===== src/rtl/half2_dump_if.sv =====
// Result handshake between the accumulate-and-dump stage and its consumer:
// a one-deep valid/ready register carrying the averaged a/b pair.
interface half2_dump_if #(
  parameter int ow = 16
);
  logic signed [ow-1:0] out_a;
  logic signed [ow-1:0] out_b;
  logic                 out_valid;
  logic                 out_ready;

  modport master (
    output out_a,
    output out_b,
    output out_valid,
    input  out_ready
  );

  modport slave (
    input  out_a,
    input  out_b,
    input  out_valid,
    output out_ready
  );
endinterface


===== src/rtl/half2_dump.sv =====
// Accumulate-and-dump averager for the interleaved a/b half-band output:
// re-pairs samples, averages 2^L pairs, rounds half up and saturates.
module half2_dump #(
  parameter int dw   = 17,
  parameter int ow   = 16,
  parameter int lmax = 6
) (
  input  logic                 clk,
  input  logic                 rst,
  input  logic signed [dw-1:0] d,
  input  logic                 ab,
  input  logic [2:0]           log2n,
  input  logic                 clear,
  half2_dump_if.master         res,
  output logic                 clip,
  output logic                 overrun,
  output logic                 align_err
);

  localparam int aw = dw + lmax;
  localparam int sw = aw + 1;
  localparam logic [lmax-1:0]        all_ones = '1;
  localparam logic signed [sw-1:0]   max_v    = sw'((1 << (ow - 1)) - 1);
  localparam logic signed [sw-1:0]   min_v    = ~max_v;

  logic signed [dw-1:0] a_hold_q, a_hold_d;
  logic                 a_ok_q, a_ok_d;
  logic                 first_q, first_d;
  logic [2:0]           l_q, l_d;
  logic [lmax-1:0]      cnt_q, cnt_d;
  logic signed [aw-1:0] acc_a_q, acc_a_d;
  logic signed [aw-1:0] acc_b_q, acc_b_d;
  logic signed [ow-1:0] out_a_q, out_a_d;
  logic signed [ow-1:0] out_b_q, out_b_d;
  logic                 out_valid_q, out_valid_d;
  logic                 clip_q, clip_d;
  logic                 overrun_q, overrun_d;
  logic                 align_err_q, align_err_d;

  logic [2:0]           l_req;
  logic [2:0]           l_cur;
  logic [lmax-1:0]      cnt_last;
  logic                 last;
  logic signed [aw-1:0] a_ext;
  logic signed [aw-1:0] b_ext;
  logic signed [sw-1:0] rnd;
  logic signed [sw-1:0] sum_a;
  logic signed [sw-1:0] sum_b;
  logic signed [sw-1:0] shf_a;
  logic signed [sw-1:0] shf_b;
  logic                 sat_a;
  logic                 sat_b;
  logic signed [ow-1:0] res_a;
  logic signed [ow-1:0] res_b;

  function automatic logic signed [ow-1:0] saturate(input logic signed [sw-1:0] v);
    if (v > max_v) begin
      return max_v[ow-1:0];
    end else if (v < min_v) begin
      return min_v[ow-1:0];
    end else begin
      return v[ow-1:0];
    end
  endfunction

  // Datapath: the frame length is taken live from log2n on a frame's first pair
  always_comb begin
    l_req    = (log2n > 3'(lmax)) ? 3'(lmax) : log2n;
    l_cur    = (cnt_q == '0) ? l_req : l_q;
    cnt_last = ~(all_ones << l_cur);
    last     = (cnt_q == cnt_last);
    a_ext    = {{lmax{a_hold_q[dw-1]}}, a_hold_q};
    b_ext    = {{lmax{d[dw-1]}}, d};
    rnd      = (sw'(1) << l_cur) >> 1;
    sum_a    = {acc_a_q[aw-1], acc_a_q} + {a_ext[aw-1], a_ext} + rnd;
    sum_b    = {acc_b_q[aw-1], acc_b_q} + {b_ext[aw-1], b_ext} + rnd;
    shf_a    = sum_a >>> l_cur;
    shf_b    = sum_b >>> l_cur;
    sat_a    = (shf_a > max_v) || (shf_a < min_v);
    sat_b    = (shf_b > max_v) || (shf_b < min_v);
    res_a    = saturate(shf_a);
    res_b    = saturate(shf_b);
  end

  always_comb begin
    a_hold_d    = a_hold_q;
    a_ok_d      = a_ok_q;
    first_d     = 1'b0;
    l_d         = l_q;
    cnt_d       = cnt_q;
    acc_a_d     = acc_a_q;
    acc_b_d     = acc_b_q;
    out_a_d     = out_a_q;
    out_b_d     = out_b_q;
    out_valid_d = out_valid_q;
    clip_d      = clear ? 1'b0 : clip_q;
    overrun_d   = clear ? 1'b0 : overrun_q;
    align_err_d = clear ? 1'b0 : align_err_q;

    if (out_valid_q && res.out_ready) begin
      out_valid_d = 1'b0;
    end

    if (!ab) begin
      a_hold_d = d;
      a_ok_d   = 1'b1;
      if (a_ok_q) begin
        align_err_d = 1'b1;
      end
    end else if (a_ok_q) begin
      a_ok_d = 1'b0;
      l_d    = l_cur;
      if (last) begin
        acc_a_d = '0;
        acc_b_d = '0;
        cnt_d   = '0;
        if (sat_a || sat_b) begin
          clip_d = 1'b1;
        end
        if (!out_valid_q || res.out_ready) begin
          out_a_d     = res_a;
          out_b_d     = res_b;
          out_valid_d = 1'b1;
        end else begin
          overrun_d = 1'b1;
        end
      end else begin
        acc_a_d = acc_a_q + a_ext;
        acc_b_d = acc_b_q + b_ext;
        cnt_d   = cnt_q + lmax'(1);
      end
    end else if (!first_q) begin
      align_err_d = 1'b1;
    end
  end

  // first_q marks the single cycle after reset where a stray b sample is silent
  always_ff @(posedge clk or posedge rst) begin
    if (rst) begin
      a_hold_q    <= '0;
      a_ok_q      <= 1'b0;
      first_q     <= 1'b1;
      l_q         <= '0;
      cnt_q       <= '0;
      acc_a_q     <= '0;
      acc_b_q     <= '0;
      out_a_q     <= '0;
      out_b_q     <= '0;
      out_valid_q <= 1'b0;
      clip_q      <= 1'b0;
      overrun_q   <= 1'b0;
      align_err_q <= 1'b0;
    end else begin
      a_hold_q    <= a_hold_d;
      a_ok_q      <= a_ok_d;
      first_q     <= first_d;
      l_q         <= l_d;
      cnt_q       <= cnt_d;
      acc_a_q     <= acc_a_d;
      acc_b_q     <= acc_b_d;
      out_a_q     <= out_a_d;
      out_b_q     <= out_b_d;
      out_valid_q <= out_valid_d;
      clip_q      <= clip_d;
      overrun_q   <= overrun_d;
      align_err_q <= align_err_d;
    end
  end

  assign res.out_a     = out_a_q;
  assign res.out_b     = out_b_q;
  assign res.out_valid = out_valid_q;
  assign clip          = clip_q;
  assign overrun       = overrun_q;
  assign align_err     = align_err_q;

endmodule

===== src/flat_wrapper.sv =====
// flat-port wrapper written by rule: the top's interface ports become plain ports
module half2_dump_flat 
#(
  parameter int dw   = 17,
  parameter int ow   = 16,
  parameter int lmax = 6
)
  (clk, rst, d, ab, log2n, clear, clip, overrun, align_err, res_out_a, res_out_b, res_out_valid, res_out_ready);
  half2_dump_if #(.ow(ow)) res_i ();
  input  logic clk;
  input  logic rst;
  input  logic signed [dw-1:0] d;
  input  logic ab;
  input  logic [2:0] log2n;
  input  logic clear;
  output logic clip;
  output logic overrun;
  output logic align_err;
  output wire logic [$bits(res_i.out_a)-1:0] res_out_a;
  output wire logic [$bits(res_i.out_b)-1:0] res_out_b;
  output wire logic [$bits(res_i.out_valid)-1:0] res_out_valid;
  input wire logic [$bits(res_i.out_ready)-1:0] res_out_ready;
  assign res_out_a = res_i.out_a;
  assign res_out_b = res_i.out_b;
  assign res_out_valid = res_i.out_valid;
  assign res_i.out_ready = res_out_ready;
  half2_dump #(.dw(dw), .ow(ow), .lmax(lmax)) u_core (.clk(clk), .rst(rst), .d(d), .ab(ab), .log2n(log2n), .clear(clear), .res(res_i), .clip(clip), .overrun(overrun), .align_err(align_err));
endmodule

===== config.mk =====
export PLATFORM = sky130hd
export DESIGN_NAME = half2_dump_flat
export DESIGN_NICKNAME = d
export VERILOG_FILES = /design/src/rtl/half2_dump_if.sv /design/src/rtl/half2_dump.sv /design/src/flat_wrapper.sv
export SDC_FILE = /design/constraint.sdc
export NUM_CORES = 1
export LEC_CHECK = 0
export CAP_MARGIN = 20
export CELL_PAD_IN_SITES_DETAIL_PLACEMENT = 1
export CELL_PAD_IN_SITES_GLOBAL_PLACEMENT = 1
export CORE_UTILIZATION = 50
export CTS_CLUSTER_SIZE = 20
export DETAILED_ROUTE_END_ITERATION = 16
export PLACE_DENSITY_LB_ADDON = 0.3
export SETUP_SLACK_MARGIN = 0.3
export SYNTH_ARGS = -nofsm -noshare
export SYNTH_HDL_FRONTEND = slang
export SYNTH_SLANG_ARGS = --single-unit

===== constraint.sdc =====
create_clock -name clk -period 16.99 [get_ports clk]
set_input_delay 3.398 -clock clk [delete_from_list [all_inputs] [get_ports clk]]
set_output_delay 3.398 -clock clk [all_outputs]
set_load 0.1 [all_outputs]

==> results_dict.tcl <==
set metrics [dict create \
    status "finished, final reports clean" \
    criticalPathCategory "primary input to flip-flop" \
    core-area_um2 22100 \
    synth_area_leader_cell "dfrtp_1" \
    synth_top_area_share_pct 23.9 \
    synth_flop_cell "dfrtp_1" \
    io_buffers 60 \
    final-hold-violation-count 0 \
    ant_nets 0 \
    synth-seq-area-share_pct 24.1 \
    fp.dieH_um 153 \
    wl_per_cell_um 21.1 \
    max_cap_viol_count 0 \
    clk_latency_ns 0.37 \
    hp-class "flip-flop to flip-flop" \
    cp_max_fo 37 \
    critPathRequiredTime_ns 17.27 \
    synthTopCellsByArea "dfrtp_1, ha_1, fa_1, nand2_1, mux2i_1" \
    drive_gt1_share_pct 8.26 \
    yosysUniqueCellTypes 93 \
    fmax_mhz 108 \
    grt_pass1_vias 10400 \
    yosys-top-cells-count "nand2_1, dfrtp_1, ha_1" \
    num-fill-cells 2604 \
    grt_max_degree 66 \
    num_vias 10000 \
    syn-num-nets 1436 \
    routed_wirelength_mm 33.3 \
    fin_setup_tns_ns 0 \
    cts-root-buf "clkbuf_16" \
    ff_latch_area_um2 2750 \
    clk_pin_slew_ns 0.09 \
    setup_viol 0 \
    drtIter0Drc 549 \
    drcViolationCount 0 \
    grt_overflow 0 \
    ctsHtreeMaxLevel 3 \
    cts_tree "yes" \
    final_nets 1453 \
    drv_slew 0 \
    gp_congestion 0.886 \
    post_cts_resized 0 \
    std_cell_rows 54 \
    post-route-min-period_ns 9.29 \
    netlist_instances 1273 \
    worst_pin_slew_ns 0.986 \
    maxSlewHeadroom_pct 34.1 \
    syn_area_um2 11400 \
    fin_crit_sh_pct 54.7 \
    die_w_um 153 \
    grt_pass1_wl_mm 55.4 \
    end_kind "flip-flop" \
    multi_input_area_um2 8260 \
    first_pass_iters 5 \
    post-cts-setup-buffer-count 0 \
    n_antenna_cell 0 \
    clockBufferDepth 2 \
    grtUsageTotal_pct 29.5 \
    area_delta_synth_final_pct 8.98 \
    yosysWarningCount 0 \
    dieArea_um2 23400 \
    antenna_found_initial 0 \
    clock_sinks 110 \
    numCtsBuffers 9 \
    cp.arrival_ns 9.57 \
    place_hpwl_mm 26.0 \
    avgSynthCellArea_um2 8.96 \
    ys_seq_elements 110 \
    viasPerCell 6.37 \
    fin_worst_skew_ns 0.0109 \
    rsz0062_at_grt "false" \
    utilization_pct 56.3 \
    async_reset_ff_share_pct 100 \
    initial_core_util_pct 51.6 \
    critPathLaunchType "primary input" \
    synth_most_common_cell "nand2_1" \
    hold_buffers 0 \
    io_pins 61 \
    synth_edf_count 0 \
]
[metrics by stage]
step	area [um2]	hold WS, ns	instances	setup slack, ns
3_3_place_gp	12100	0.462	1558	7.55
2_1_floorplan	11400	0.473	1273	8.86
5_1_grt	12400	0.503	1575	7.23
6_report	12400	0.485	1575	7.70
3_5_place_dp	12100	0.470	1558	7.38
4_1_cts	12400	0.488	1574	7.75
[worst max-delay path: stages]
cell and delay [ns]:
clkdlybuf4s50_1 0.53, a21boi_0 0.21, mux2_4 0.50, nor2_1 0.55
nand2_1 0.22, xnor2_1 0.22, ha_1 0.27, ha_1 0.26
fa_1 0.41, a21o_1 0.22, a221oi_2 0.35, o21ai_1 0.23
a21oi_1 0.21, xnor2_1 0.24, o22ai_1 0.14, a211oi_1 0.46
o31ai_1 0.16, a31oi_2 0.57, o21ai_0 0.21, o21ai_0 0.19
[final timing paths]
path,from,end,slack (ns),depth (start not counted)
setup / recovery,log2n[2],u_core.res.out_b[4]$_DFFE_PP0P_,7.70,20
hold / removal,u_core.res.out_b[3]$_DFFE_PP0P_,u_core.res.out_b[3]$_DFFE_PP0P_,0.49,2
setup reg to reg,u_core.cnt_q[2]$_DFFE_PP0P_,u_core.res.out_b[4]$_DFFE_PP0P_,9.96,20
hold reg to reg,u_core.res.out_b[3]$_DFFE_PP0P_,u_core.res.out_b[3]$_DFFE_PP0P_,0.49,2
max in group asynchronous,rst,u_core.acc_b_q[9]$_DFFE_PP0P_,12.25,3
min in group asynchronous,rst,u_core.align_err$_DFF_PP0_,3.44,2
[metal layers]
metal  routed length [um]  track usage [%]
met1                15600             40.0
met2                15500             48.1
met3                 1170             3.54
met4                 1040             11.0
met5                    0                0
[final cells by class]
type                            count  area share [%]
Tap cell                          280            2.82
Multi-Input combinational cell   1077            66.5
Clock inverter                      5           0.342
Timing Repair Buffer               69            5.54
Sequential cell                   110            22.2
Inverter                           23           0.715
Clock buffer                       11            1.95
[registers in the layout, summed over array words and instances, names as in the netlist]
signal / flops
u_core.res.out_valid: 1
u_core.res.out_b: 16
u_core.a_ok_q: 1
u_core.acc_b_q: 23
u_core.acc_a_q: 23
u_core.l_q: 3
u_core.clip: 1
u_core.align_err: 1
u_core.res.out_a: 16
u_core.cnt_q: 6
u_core.a_hold_q: 17
u_core.overrun: 1
u_core.first_q: 1
[placed cells by master (no fill, tap or decap), drive strengths merged, types with 18 or more instances in the layout]
master / Yosys / routed
xnor2: 50 / 50
fa: 34 / 34
nor3: 18 / 18
a211oi: 22 / 22
nor2: 100 / 100
nand2: 132 / 132
a21oi: 80 / 80
a21o: 44 / 44
dfrtp: 109 / 109
inv: 23 / 25
a31oi: 27 / 27
ha: 104 / 104
mux2i: 49 / 49
o21ai: 85 / 85
mux2: 35 / 35
o31ai: 24 / 24
xor2: 39 / 39
clkdlybuf4s50: 0 / 60
a22o: 38 / 38
nand3: 26 / 26
[kinds of logic after synthesis]
| family | Yosys count | share of synthesized area, % |
|---|---|---|
| flops | 110 | 24.1 |
| mux | 85 | 8.13 |
| xor+xnor | 89 | 6.83 |
| compound gates | 417 | 25.5 |
| fa+ha+maj | 138 | 17.4 |
| other cells | 1 | 0.0329 |
| buf+inv | 86 | 3.55 |
| simple gates | 347 | 14.4 |
Power is left out: the tool's default activity adds up to more than one toggle a clock period on the data nets, which glitch-free logic cannot reach.
